--- config.mk ---
export PLATFORM = sky130hd
export DESIGN_NAME = saw_retx_controller
export DESIGN_NICKNAME = d
export VERILOG_FILES = /design/src/rtl/saw_pkg.sv /design/src/rtl/saw_timeout_timer.sv /design/src/rtl/saw_retx_controller.sv
export SDC_FILE = /design/constraint.sdc
export NUM_CORES = 1
export LEC_CHECK = 0
export ABC_AREA = 1
export CAP_MARGIN = 40
export CELL_PAD_IN_SITES_DETAIL_PLACEMENT = 1
export CELL_PAD_IN_SITES_GLOBAL_PLACEMENT = 1
export CORE_MARGIN = 2
export CORE_UTILIZATION = 28
export CTS_CLUSTER_DIAMETER = 60
export DETAILED_ROUTE_END_ITERATION = 10
export PLACE_DENSITY = 0.79
export SETUP_SLACK_MARGIN = 0.2
export SYNTH_ARGS = -nofsm -noshare
export SYNTH_HDL_FRONTEND = slang
export SYNTH_SLANG_ARGS = --single-unit
export TNS_END_PERCENT = 1
--- constraint.sdc ---
create_clock -name clk -period 1.4 [get_ports clk]
set_clock_uncertainty 0.05 [all_clocks]
set_input_delay 0.28 -clock clk [delete_from_list [all_inputs] [get_ports clk]]
set_output_delay 0.28 -clock clk [all_outputs]
set_load 0.03 [all_outputs]
--- src/rtl/saw_pkg.sv ---
// Shared definitions for the stop-and-wait retransmit controller:
// FSM state encoding, ack_code bit positions and frame width helper.
package saw_pkg;

  typedef enum logic [1:0] {
    IDLE = 2'd0,
    SEND = 2'd1,
    WAIT = 2'd2,
    FAIL = 2'd3
  } saw_state_e;

  // ack_code layout: [2]=ack frame CRC good, [1]=acked seq, [0]=1 ACK / 0 NAK
  localparam int unsigned ACK_OK_B    = 2;
  localparam int unsigned ACK_SEQ_B   = 1;
  localparam int unsigned ACK_ISACK_B = 0;

  // Frame is {seq, payload, crc}
  function automatic int unsigned FRAME_BW(input int unsigned payload_bw,
                                           input int unsigned crc_bw);
    return 1 + payload_bw + crc_bw;
  endfunction

endpackage

--- src/rtl/saw_timeout_timer.sv ---
// Saturating ACK timeout timer: cleared while not waiting, counts while
// enabled, flags expiry when the count reaches TIMEOUT-1.
module saw_timeout_timer #(
  parameter int unsigned CNT_BW  = 5,
  parameter int unsigned TIMEOUT = 20
) (
  input  logic clk,
  input  logic rstn,
  input  logic clr_i,
  input  logic en_i,
  output logic expire_o
);

  logic [CNT_BW-1:0] cnt_q, cnt_d;

  // Next count: clear has priority, increment stops at all-ones
  always_comb begin
    cnt_d = cnt_q;
    if (clr_i) begin
      cnt_d = '0;
    end else if (en_i && (cnt_q != '1)) begin
      cnt_d = cnt_q + CNT_BW'(1);
    end
  end

  // Count register with synchronous active-low reset
  always_ff @(posedge clk) begin
    if (!rstn) begin
      cnt_q <= '0;
    end else begin
      cnt_q <= cnt_d;
    end
  end

  assign expire_o = (cnt_q == CNT_BW'(TIMEOUT - 1));

endmodule

--- src/rtl/saw_retx_controller.sv ---
// Stop-and-wait ARQ transmit sequencer: latches {seq,payload,crc}, offers it
// to the link, waits for ACK under a timeout and retransmits on NAK/timeout
// up to MAX_RETRY times before entering FAIL.
// Optional statistics counters are enabled with SAW_CTRL_STATS_EN.
module saw_retx_controller
  import saw_pkg::*;
#(
  parameter int unsigned PAYLOAD_BW = 10,
  parameter int unsigned CRC_BW     = 8,
  parameter int unsigned ACK_BW     = 3,
  parameter int unsigned CNT_BW     = 5,
  parameter int unsigned TIMEOUT    = 20,
  parameter int unsigned RTY_BW     = 2,
  parameter int unsigned MAX_RETRY  = 3
) (
  input  logic                           clk,
  input  logic                           rstn,
  input  logic                           pl_valid,
  output logic                           pl_ready,
  input  logic [PAYLOAD_BW-1:0]          pl_data,
  input  logic [CRC_BW-1:0]              crc_in,
  output logic                           tx_valid,
  input  logic                           tx_ready,
  output logic [PAYLOAD_BW+CRC_BW:0]     tx_frame,
  input  logic                           ack_valid,
  input  logic [ACK_BW-1:0]              ack_code,
  input  logic                           clear_fail,
  output logic                           done,
  output logic                           fail,
  output logic                           seq_o,
  output logic [RTY_BW-1:0]              retry_cnt
`ifdef SAW_CTRL_STATS_EN
  ,
  output logic [15:0]                    stat_frames,
  output logic [15:0]                    stat_retx,
  output logic [7:0]                     stat_fails
`endif
);

  localparam int unsigned FW = FRAME_BW(PAYLOAD_BW, CRC_BW);

  saw_state_e        state_q, state_d;
  logic              seq_q, seq_d;
  logic [RTY_BW-1:0] retry_q, retry_d;
  logic [FW-1:0]     frame_q, frame_d;
  logic              done_q, done_d;
  logic              expire;
  logic              ack_good, ack_match, nak;
  logic              ev_ack, ev_retx, ev_fail;

  saw_timeout_timer #(
    .CNT_BW  (CNT_BW),
    .TIMEOUT (TIMEOUT)
  ) u_timer (
    .clk      (clk),
    .rstn     (rstn),
    .clr_i    (state_q != WAIT),
    .en_i     (state_q == WAIT),
    .expire_o (expire)
  );

  assign ack_good  = ack_valid & ack_code[ACK_OK_B];
  assign ack_match = ack_good & ack_code[ACK_ISACK_B] & (ack_code[ACK_SEQ_B] == seq_q);
  assign nak       = ack_good & ~ack_code[ACK_ISACK_B];

  // Next-state, frame/seq/retry updates and event strobes
  always_comb begin
    state_d = state_q;
    seq_d   = seq_q;
    retry_d = retry_q;
    frame_d = frame_q;
    done_d  = 1'b0;
    ev_ack  = 1'b0;
    ev_retx = 1'b0;
    ev_fail = 1'b0;
    unique case (state_q)
      IDLE: begin
        if (pl_valid) begin
          frame_d = {seq_q, pl_data, crc_in};
          retry_d = '0;
          state_d = SEND;
        end
      end
      SEND: begin
        if (tx_ready) begin
          state_d = WAIT;
        end
      end
      WAIT: begin
        // Matching ACK is checked first so it beats a simultaneous timeout
        if (ack_match) begin
          seq_d   = ~seq_q;
          done_d  = 1'b1;
          ev_ack  = 1'b1;
          state_d = IDLE;
        end else if (nak || expire) begin
          if (retry_q == RTY_BW'(MAX_RETRY)) begin
            ev_fail = 1'b1;
            state_d = FAIL;
          end else begin
            retry_d = retry_q + RTY_BW'(1);
            ev_retx = 1'b1;
            state_d = SEND;
          end
        end
      end
      FAIL: begin
        if (clear_fail) begin
          retry_d = '0;
          frame_d = '0;
          state_d = IDLE;
        end
      end
      default: state_d = IDLE;
    endcase
  end

  // Control and data registers
  always_ff @(posedge clk) begin
    if (!rstn) begin
      state_q <= IDLE;
      seq_q   <= 1'b0;
      retry_q <= '0;
      frame_q <= '0;
      done_q  <= 1'b0;
    end else begin
      state_q <= state_d;
      seq_q   <= seq_d;
      retry_q <= retry_d;
      frame_q <= frame_d;
      done_q  <= done_d;
    end
  end

  assign pl_ready  = (state_q == IDLE);
  assign tx_valid  = (state_q == SEND);
  assign fail      = (state_q == FAIL);
  assign tx_frame  = frame_q;
  assign done      = done_q;
  assign seq_o     = seq_q;
  assign retry_cnt = retry_q;

`ifdef SAW_CTRL_STATS_EN
  logic [15:0] frames_q, retx_q;
  logic [7:0]  fails_q;

  // Saturating event counters, bumped on the edge that takes the event
  always_ff @(posedge clk) begin
    if (!rstn) begin
      frames_q <= '0;
      retx_q   <= '0;
      fails_q  <= '0;
    end else begin
      if (ev_ack  && (frames_q != '1)) frames_q <= frames_q + 16'd1;
      if (ev_retx && (retx_q   != '1)) retx_q   <= retx_q + 16'd1;
      if (ev_fail && (fails_q  != '1)) fails_q  <= fails_q + 8'd1;
    end
  end

  assign stat_frames = frames_q;
  assign stat_retx   = retx_q;
  assign stat_fails  = fails_q;
`else
  logic unused_ev;
  assign unused_ev = ev_ack | ev_retx | ev_fail;
`endif

endmodule
Yosys cells after proc, flatten, opt, wreduce, memory -nomap -nowiden
Cells that the tools add are included.
- add/sub/neg operators: 2
- equality and inequality tests: 15
- mux-type cells: 16
- bitwise gates (word level): 7
- reductions and logical operators: 11
- operators by type and width (cell ; count):
    $mux 19 ; 2
    $pmux 19 s2 ; 1
    $mux 2 ; 10
    $ne 2x2->1 const B ; 6
    $pmux 2 s4 ; 1
    $eq 2x2->1 const B ; 3
    $pmux 2 s3 ; 1
    $reduce_and 6->1 ; 1
    $add 5x1->5 const B ; 1
    $eq 5x5->1 const B ; 1
    $ne 5x5->1 const B ; 1
    $and 1x1->1 ; 4
    $reduce_and 2->1 ; 2
    $reduce_and 4->1 ; 1
    $ne 3x3->1 const B ; 1
    $not 1->1 ; 3
    $reduce_and 3->1 ; 1
    $reduce_bool 3->1 ; 1
    $add 2x1->2 const B ; 1
    $eq 2x1->1 const B ; 1
    $logic_not 2->1 ; 1
    $ne 2x1->1 const B ; 1
    $reduce_bool 2->1 ; 1
    $reduce_or 2->1 ; 1
    other kinds (4) ; 4
- flip-flop bits (word level): 30
- output and inout port bits: 26

Depth between registers and ports, before layout
Gate-level depths: netlist of run 1.
- depth after elaboration: 6
- mapped depth: 10
- depth with buffers taken out: 9

Modules after synthesis
A second synthesis of run 1 with hierarchy kept.
- cells, all modules: 188
- area, all modules: 1659.1 um^2
- modules (own cells, without submodules) (module ; instances ; cells each ; area an instance (um^2)):
    saw_retx_controller ; 1 ; 150 ; 1385.1
    saw_timeout_timer ; 1 ; 38 ; 274.0

Least setup slack after synthesis of run 1
OpenSTA, ideal clock, no wires.
- path kind: flip-flop to flip-flop
- start: reg state_q[0]
- end: reg frame_q[16], in the netlist tx_frame[16]
- library setup time: 0.070 ns
- arrival time: 1.520 ns
- required time: 1.280 ns
- setup slack: -0.240 ns
- stages on the path, launching flop included: 9
- path buffers: 2
- period minus slack after synthesis: 1.640 ns
- path through: dfxtp_1 inv_1 ha_1 nand2_1 o211ai_2 buf_6 buf_6 nand3b_1 a21oi_1
- word-level cells in the longest chain between the ends: 3
- ends and longest elaborated chain (what ; line ; text):
    start: declaration ; saw_retx_controller.sv:42 ; saw_state_e state_q, state_d;
    start signal: assignment ; saw_retx_controller.sv:127 ; state_q <= state_d;
    $logic_not 2->1 (*) ; -- ;
    net pl_ready ; saw_retx_controller.sv:19 ; output logic pl_ready,
    $ne 2x2->1 (no line) / $reduce_bool 2->1 (equally long branches) ; -- ;
    $reduce_and 3->1 (no line) ; -- ;
    end signal: assignment ; saw_retx_controller.sv:130 ; frame_q <= frame_d;
    end: declaration ; saw_retx_controller.sv:45 ; logic [FW-1:0] frame_q, frame_d;
Mark *: on every way through the listed nets, which the timed path passes. The rest lies on a longest branch.
A chain may end at the register's enable or synchronous reset.

Worst setup path in the final report of run 1
- start: reg state_q[0]
- end: reg frame_q[14], in the netlist tx_frame[14]
- word-level cells in the longest chain between the ends: 3
- ends and longest elaborated chain (what ; line ; text):
    $eq 2x2->1 / $logic_not 2->1 (equally long branches) ; saw_retx_controller.sv:76 ; unique case (state_q)
    $ne 2x2->1 (no line) / $reduce_bool 2->1 (equally long branches) ; -- ;
    $reduce_and 3->1 (no line) ; -- ;
Several ways; a longest one is shown, not always the timed one.

==> results.yml, run 1 <==
synth:
  postSynthCellCount: 181
  ys_seq_area_frac: 0.420
  synthTopCellsByCount: "nand2_1, dfxtp_1, a21oi_1"
  synth_edf_count: 0
  synth_adder_area_share: 0.0700
  ys_warn_count: 0
  yosysTopAreaCellShare: 0.420
  synthSimpleGateAreaFrac: 0.300
  synthMuxAreaShare: 0
  syn_area_per_cell_sq_um: 7.90
  synth_top_family_by_area: "simple AND/OR/NAND/NOR gates"
  synth_compound_area_frac: 0.113
  yosys.area.top_type: "dfxtp_1"
  ys_top_cells_by_area: "dfxtp_1, nand2_1, nand3b_1"
  synth-seq-cells: 30
  synth_fp_nets: 216
  synth.most_common_cell: "nand2_1"
  mappedNetlistArea_sq_mm: 0.00143
  synth_xor_area_frac: 0.0184
  synth_async_sr_flop_share: 0
  synthFlopType: "dfxtp_1"
  ys_types: 24
drt:
  wl_per_cell_microns: 12.3
  drt_iter0_drc: 46
  drtAntennaViolNets: 0
  drcViolationCount: 0
  wl_microns: 3910
  vias_per_cell: 4.41
  route.vias.total: 1403
  drtPass1Iterations: 4
floorplanning:
  num_rows: 26
  start_util: 0.285
  die-area_sq_mm: 0.00569
  chipWidth_microns: 75.5
  ios: 53
  fp.dieH_microns: 75.5
  fp.coreArea_sq_mm: 0.00501
final_layout:
  fin_nets: 282
  area_delta_synth_final_pct: 59.4
  nFillCells: 629
  fin_util: 0.455
  layout-drive-gt1-share: 0.335
  diodes: 0
worst_setup_path:
  crit_path_start_kind: "flop"
  crit_type: "reg -> reg"
  crit_arrival_ns: 1.64
  worst_setup_path_end_kind: "flop"
  crit_fanout: 38
  worst_r2r_path_depth: 7
  worst_path_largest_cell_delay_ns: 0.35
  cp_cell_sequence: "buf_4, ha_4, nand2_2, o211ai_2, buf_12, nand3b_1, a21oi_2"
  cp.required_ns: 1.57
  critical-path-slowest-cell: "dfxtp_4"
  rr_endpoint: "tx_frame[14]$_SDFFE_PN0P_"
  r2r_slack_ns: -0.08
  r2r-start: "state_q[0]$_SDFFE_PN0P_"
min_path:
  hold_class: "reg -> reg"
  holdPathStages: 2
  min_from: "tx_frame[6]$_SDFFE_PN0P_"
  whs_endpoint: "tx_frame[6]$_SDFFE_PN0P_"
clocking:
  cts_buffers: 5
  path_clk_slew_ns: 0.07
  clkLatencyLatePin_ns: 0.28
  cts_hold_buf: 0
  clockBufferDepth: 2
  ctsRootBufferMaster: "clkbuf_8"
  htreeDepth: 2
  cts_tree: "yes"
  cts_setup_buffers: 0
  clock-sinks: 30
grt:
  grt_overflow: 0
  grt_pass1_wl_microns: 5940
  antenna_found_initial: 0
  grt_use_total: 0.138
  grt_pass1_vias: 1332
  grt_max_degree: 39
power:
  leakagePower_nw: 0.961
  combPwrFrac: 0.509
  p_seq_frac: 0.265
  p_switching_w: 0.00179
  clockPowerShare: 0.226
  ir_worst_vdd_mv: 0.881
  p_per_area_mw_per_mm2: 1990
  power.share.switching: 0.395
  intPower_w: 0.00274
sta:
  rsz0062_at_grt: "yes"
  finalSetupViolCount: 26
  setup-tns-final_ns: -1.42
  slew_viol_final: 0
  fin_crit_ns: 1.48
  worst_slew_pin_slew_ns: 0.218
  slew_headroom: 0.855
  fin_ws_ns: -0.0784
  fmax_ghz: 0.676
  fin_crit_sh: 1.06
  hold_viol_final: 0
placed_design:
  port_buffers: 52
  dp_hpwl_microns: 2770
  place_congestion: 0.716
status:
  violations: "negative setup slack"
  outcome: "finished, violations left"
flow_run:
  max_cap_viol_count: 0
==> cell type report <==
class | count | area, sq um | area share
Timing Repair Buffer | 66 | 554 | 0.243
Clock buffer | 7 | 108 | 0.0472
Clock inverter | 1 | 30.0 | 0.0132
Tap cell | 70 | 87.6 | 0.0384
Multi-Input combinational cell | 127 | 820 | 0.359
Inverter | 17 | 68.8 | 0.0302
Sequential cell | 30 | 612 | 0.268
==> how the worst max path moves through the flow <==
stage / start / to / slack (ns)
after floorplan: state_q[0]$_SDFFE_PN0P_ / tx_frame[16]$_SDFFE_PN0P_ / 0.03
after global placement: pl_valid / state_q[0]$_SDFFE_PN0P_ / -0.23
after detailed placement: clear_fail / state_q[1]$_SDFFE_PN0P_ / -0.27
after CTS: state_q[0]$_SDFFE_PN0P_ / tx_frame[14]$_SDFFE_PN0P_ / -0.08
after global routing: state_q[0]$_SDFFE_PN0P_ / state_q[1]$_SDFFE_PN0P_ / -0.18
final: state_q[0]$_SDFFE_PN0P_ / tx_frame[14]$_SDFFE_PN0P_ / -0.08
==> through the flow <==
stage	hold slack, ns	instance area (sq um)	worst slack, ns	total power, W	cells
final	0.410	2280	-0.0784	0.00454	318
after CTS	0.414	2220	-0.0837	0.00452	318
after floorplan	0.345	1480	0.0310	0.00283	181
after global routing	0.431	2280	-0.177	0.00485	318
after global placement	0.402	2160	-0.232	0.00352	310
after detailed placement	0.406	2160	-0.271	0.00359	310
==> registers in the layout, summed over array words and instances, names as in the netlist <==
name,flops
u_timer.cnt_q,5
retry_cnt,2
done,1
seq_o,1
tx_frame,19
state_q,2
==> power groups by stage <==
stage	clock [W]	combinational (W)	sequential, W
after floorplan	0	0.00124	0.00159
after global routing	0.00108	0.00254	0.00123
after CTS	0.00105	0.00226	0.00120
final	0.00102	0.00231	0.00120
after detailed placement	0	0.00236	0.00123
after global placement	0	0.00230	0.00122
==> metal layers <==
metal / wire, microns / global-route usage / vias to the layer above
li1: - / - / 718
met1: 1740 / 0.155 / 645
met2: 1950 / 0.248 / 36
met3: 213 / 0.0423 / 4
met4: 12 / 0.0429 / 0
met5: 0 / 0 / -
==> placed cells by master, fill, tap and decap left out, drive strengths merged <==
cell           count
or2                1
buf               39
o21ai              4
nand2             41
o211ai             1
dfxtp             30
a21oi             25
inv               17
nor2              16
clkbuf             8
nand3              6
bufinv             1
nand3b            20
nand4              1
xor2               3
nor3               1
clkdlybuf4s50     26
ha                 8
==> cells by family after synthesis <==
kind of cell             Yosys count
AO/OA/AOI/OAI                     30
XOR/XNOR                           3
adder cells (fa/ha/maj)            8
buffers and inverters             24
flip-flops                        30
AND/OR/NAND/NOR                   86
==> worst max-delay path: cells and delay by family, from the launching register on <==
kind                       cells  cell delay, ns
DFF                            1            0.35
buffers and inverters          2            0.33
and+or+nand+nor                2            0.27
AOI/OAI and AO/OA              2            0.24
adders and majority gates      1            0.17
==> what timing repair did <==
action                     in CTS  in global routing
pin swaps                       1                  2
setup endpoints to repair      54                 34
resized for setup             107                 16
Note: power is estimated with default switching activity, not from simulation.
==> run 2: changes to the inputs <==
--- a/config.mk
+++ b/config.mk
@@ -15,6 +15,7 @@
 export DETAILED_ROUTE_END_ITERATION = 10
 export PLACE_DENSITY = 0.79
 export SETUP_SLACK_MARGIN = 0.2
+export SLEW_MARGIN = 20
 export SYNTH_ARGS = -nofsm -noshare
 export SYNTH_HDL_FRONTEND = slang
 export SYNTH_SLANG_ARGS = --single-unit
==> results of run 2 <==
No change in the layout: final DEF, timing and power equal those of run 1.
==> run 3: changes to the inputs <==
--- a/config.mk
+++ b/config.mk
@@ -13,7 +13,7 @@
 export CORE_UTILIZATION = 28
 export CTS_CLUSTER_DIAMETER = 60
 export DETAILED_ROUTE_END_ITERATION = 10
-export PLACE_DENSITY = 0.79
+export PLACE_DENSITY = 0.71
 export SETUP_SLACK_MARGIN = 0.2
 export SLEW_MARGIN = 20
 export SYNTH_ARGS = -nofsm -noshare
==> run 3 against run 2 <==
  * The flow still finishes with violations (negative setup slack)
  * Combinational power grew 6%
  * Flip-flop and latch count is the same
  * Count of clock-buffer cells in the layout shrank 1
  * Total power shrank 4.8%
  * Wire length shrank 0.59%
  * Sequential power is essentially flat
  * Critical path depth shrank 3
  * Hold slack gained 0.0011 ns
  * Cell count grew 0.31%
  * First-iteration DRC count grew 67%
  * Utilization grew 0.42 points
  * Critical path type is now reg -> out
  * Largest cell class unchanged
  * Largest power group unchanged
==> results.yml, run 3 (same netlist as run 1, synthesis figures left out) <==
status:
  outcome: "finished, violations left"
  violations: "negative setup slack"
placed_design:
  dp_hpwl_microns: 2760
  place_congestion: 0.775
  pre_cts_ws_ns: -0.275
  port_buffers: 52
drt:
  drt_iter0_drc: 77
  wl_per_cell_microns: 12.2
  drtPass1Iterations: 4
  route.vias.total: 1418
  drtAntennaViolNets: 0
  drcViolationCount: 0
  vias_per_cell: 4.45
  wl_microns: 3890
final_layout:
  largest_register_ffs: 19
  fin_nets: 283
  final_common_cell: "nand2_1"
  nFillCells: 632
  mostFrequentLayoutCells: "nand2_1, clkdlybuf4s50_1, dfxtp_1"
  layout-drive-gt1-share: 0.357
  diodes: 0
  area_delta_synth_final_pct: 60.9
grt:
  grt_pass1_vias: 1397
  grt_max_degree: 39
  gr-max-usage-layer: "met2"
  grt_pass1_wl_microns: 6090
  use_met1: 0.163
  met2_usage: 0.244
  gr-usage-met3: 0.0344
  grt_use_total: 0.139
  grt_overflow: 0
  antenna_found_initial: 0
flow_run:
  max_cap_viol_count: 0
sta:
  finalSetupViolCount: 24
  worst_slew_pin_slew_ns: 0.193
  fmax_ghz: 0.685
  fin_crit_sh: 1.04
  slew_headroom: 0.871
  hold_viol_final: 0
  setup-tns-final_ns: -0.549
  fin_ws_ns: -0.0600
  fin_crit_ns: 1.46
  rsz0062_at_grt: "yes"
  timing.hold.ws_ns: 0.411
  slew_viol_final: 0
worst_setup_path:
  crit_arrival_ns: 1.13
  r2r-start: "state_q[0]$_SDFFE_PN0P_"
  cp.required_ns: 1.07
  crit_type: "reg -> out"
  crit_fanout: 3
  crit_path_start_kind: "flop"
  cp-startpoint: "state_q[0]$_SDFFE_PN0P_"
  worst_setup_path_end_kind: "primary output"
clocking:
  clkLatencyLatePin_ns: 0.28
  cts_tree: "yes"
  clock-sinks: 30
  cts_buffers: 5
  ctsRootBufferMaster: "clkbuf_8"
  clockBufferDepth: 2
  htreeDepth: 2
  path_clk_slew_ns: 0.07
power:
  ir_worst_vdd_mv: 0.710
  leakagePower_nw: 0.962
  total_power_w: 0.00432
  p_per_area_mw_per_mm2: 1880
floorplanning:
  fp.dieH_microns: 75.5
  num_rows: 26
  fp.coreArea_sq_mm: 0.00501
  start_util: 0.285
  chipWidth_microns: 75.5
  ios: 53
  die-area_sq_mm: 0.00569
min_path:
  min_from: "tx_frame[13]$_SDFFE_PN0P_"
  hold_class: "reg -> reg"
[run 3: cell type report]
class	count	area (sq um)	share of cell area
Sequential cell	30	612	0.266
Tap cell	70	87.6	0.0381
Multi-Input combinational cell	127	880	0.382
Timing Repair Buffer	67	571	0.248
Clock buffer	6	72.6	0.0315
Inverter	17	68.8	0.0299
Clock inverter	2	10.0	0.00435
[run 3: worst paths after layout]
path,end,slack (ns),cells past startpoint
worst max-delay path,pl_ready,-0.06,4
worst min-delay path,tx_frame[13]$_SDFFE_PN0P_,0.41,2
worst max register to register,tx_frame[7]$_SDFFE_PN0P_,-0.03,6
worst min register to register,tx_frame[13]$_SDFFE_PN0P_,0.41,2
[run 3: routing by layer]
metal / vias up / routed length, microns
met3: 2 / 261
met4: 0 / 19
met2: 32 / 1890
met5: - / 0
li1: 723 / -
met1: 661 / 1720
[run 3: where the power goes]
part	switching (W)	internal, W	leakage, nW
clock	0.000326	0.000344	0.0450
sequential	0.000131	0.00108	0.248
combinational	0.00139	0.00104	0.669
total	0.00185	0.00247	0.962
[run 3: timing repair]
action | 4_1_cts | 5_1_grt
gates resized for setup | 114 | 23
pin swaps | 4 | 5
gates cloned | 0 | 0
setup endpoints to repair | 53 | 35
endpoints found under the hold margin | 0 | 0
hold buffers | 0 | 0
buffers inserted | 0 | 0
[run 3: worst max-delay path, stage by stage, from the launching register on]
cell and delay (ns):
dfxtp_4 0.37, inv_4 0.04, buf_6 0.11, ha_4 0.17
buf_4 0.17
[run 3: per-stage QoR]
stage	cells	cell area [sq um]	utilization
2_1_floorplan	181	1480	-
3_3_place_gp	311	2170	0.434
3_5_place_dp	311	2170	0.434
4_1_cts	319	2210	0.440
5_1_grt	319	2300	0.459
6_report	319	2300	0.459
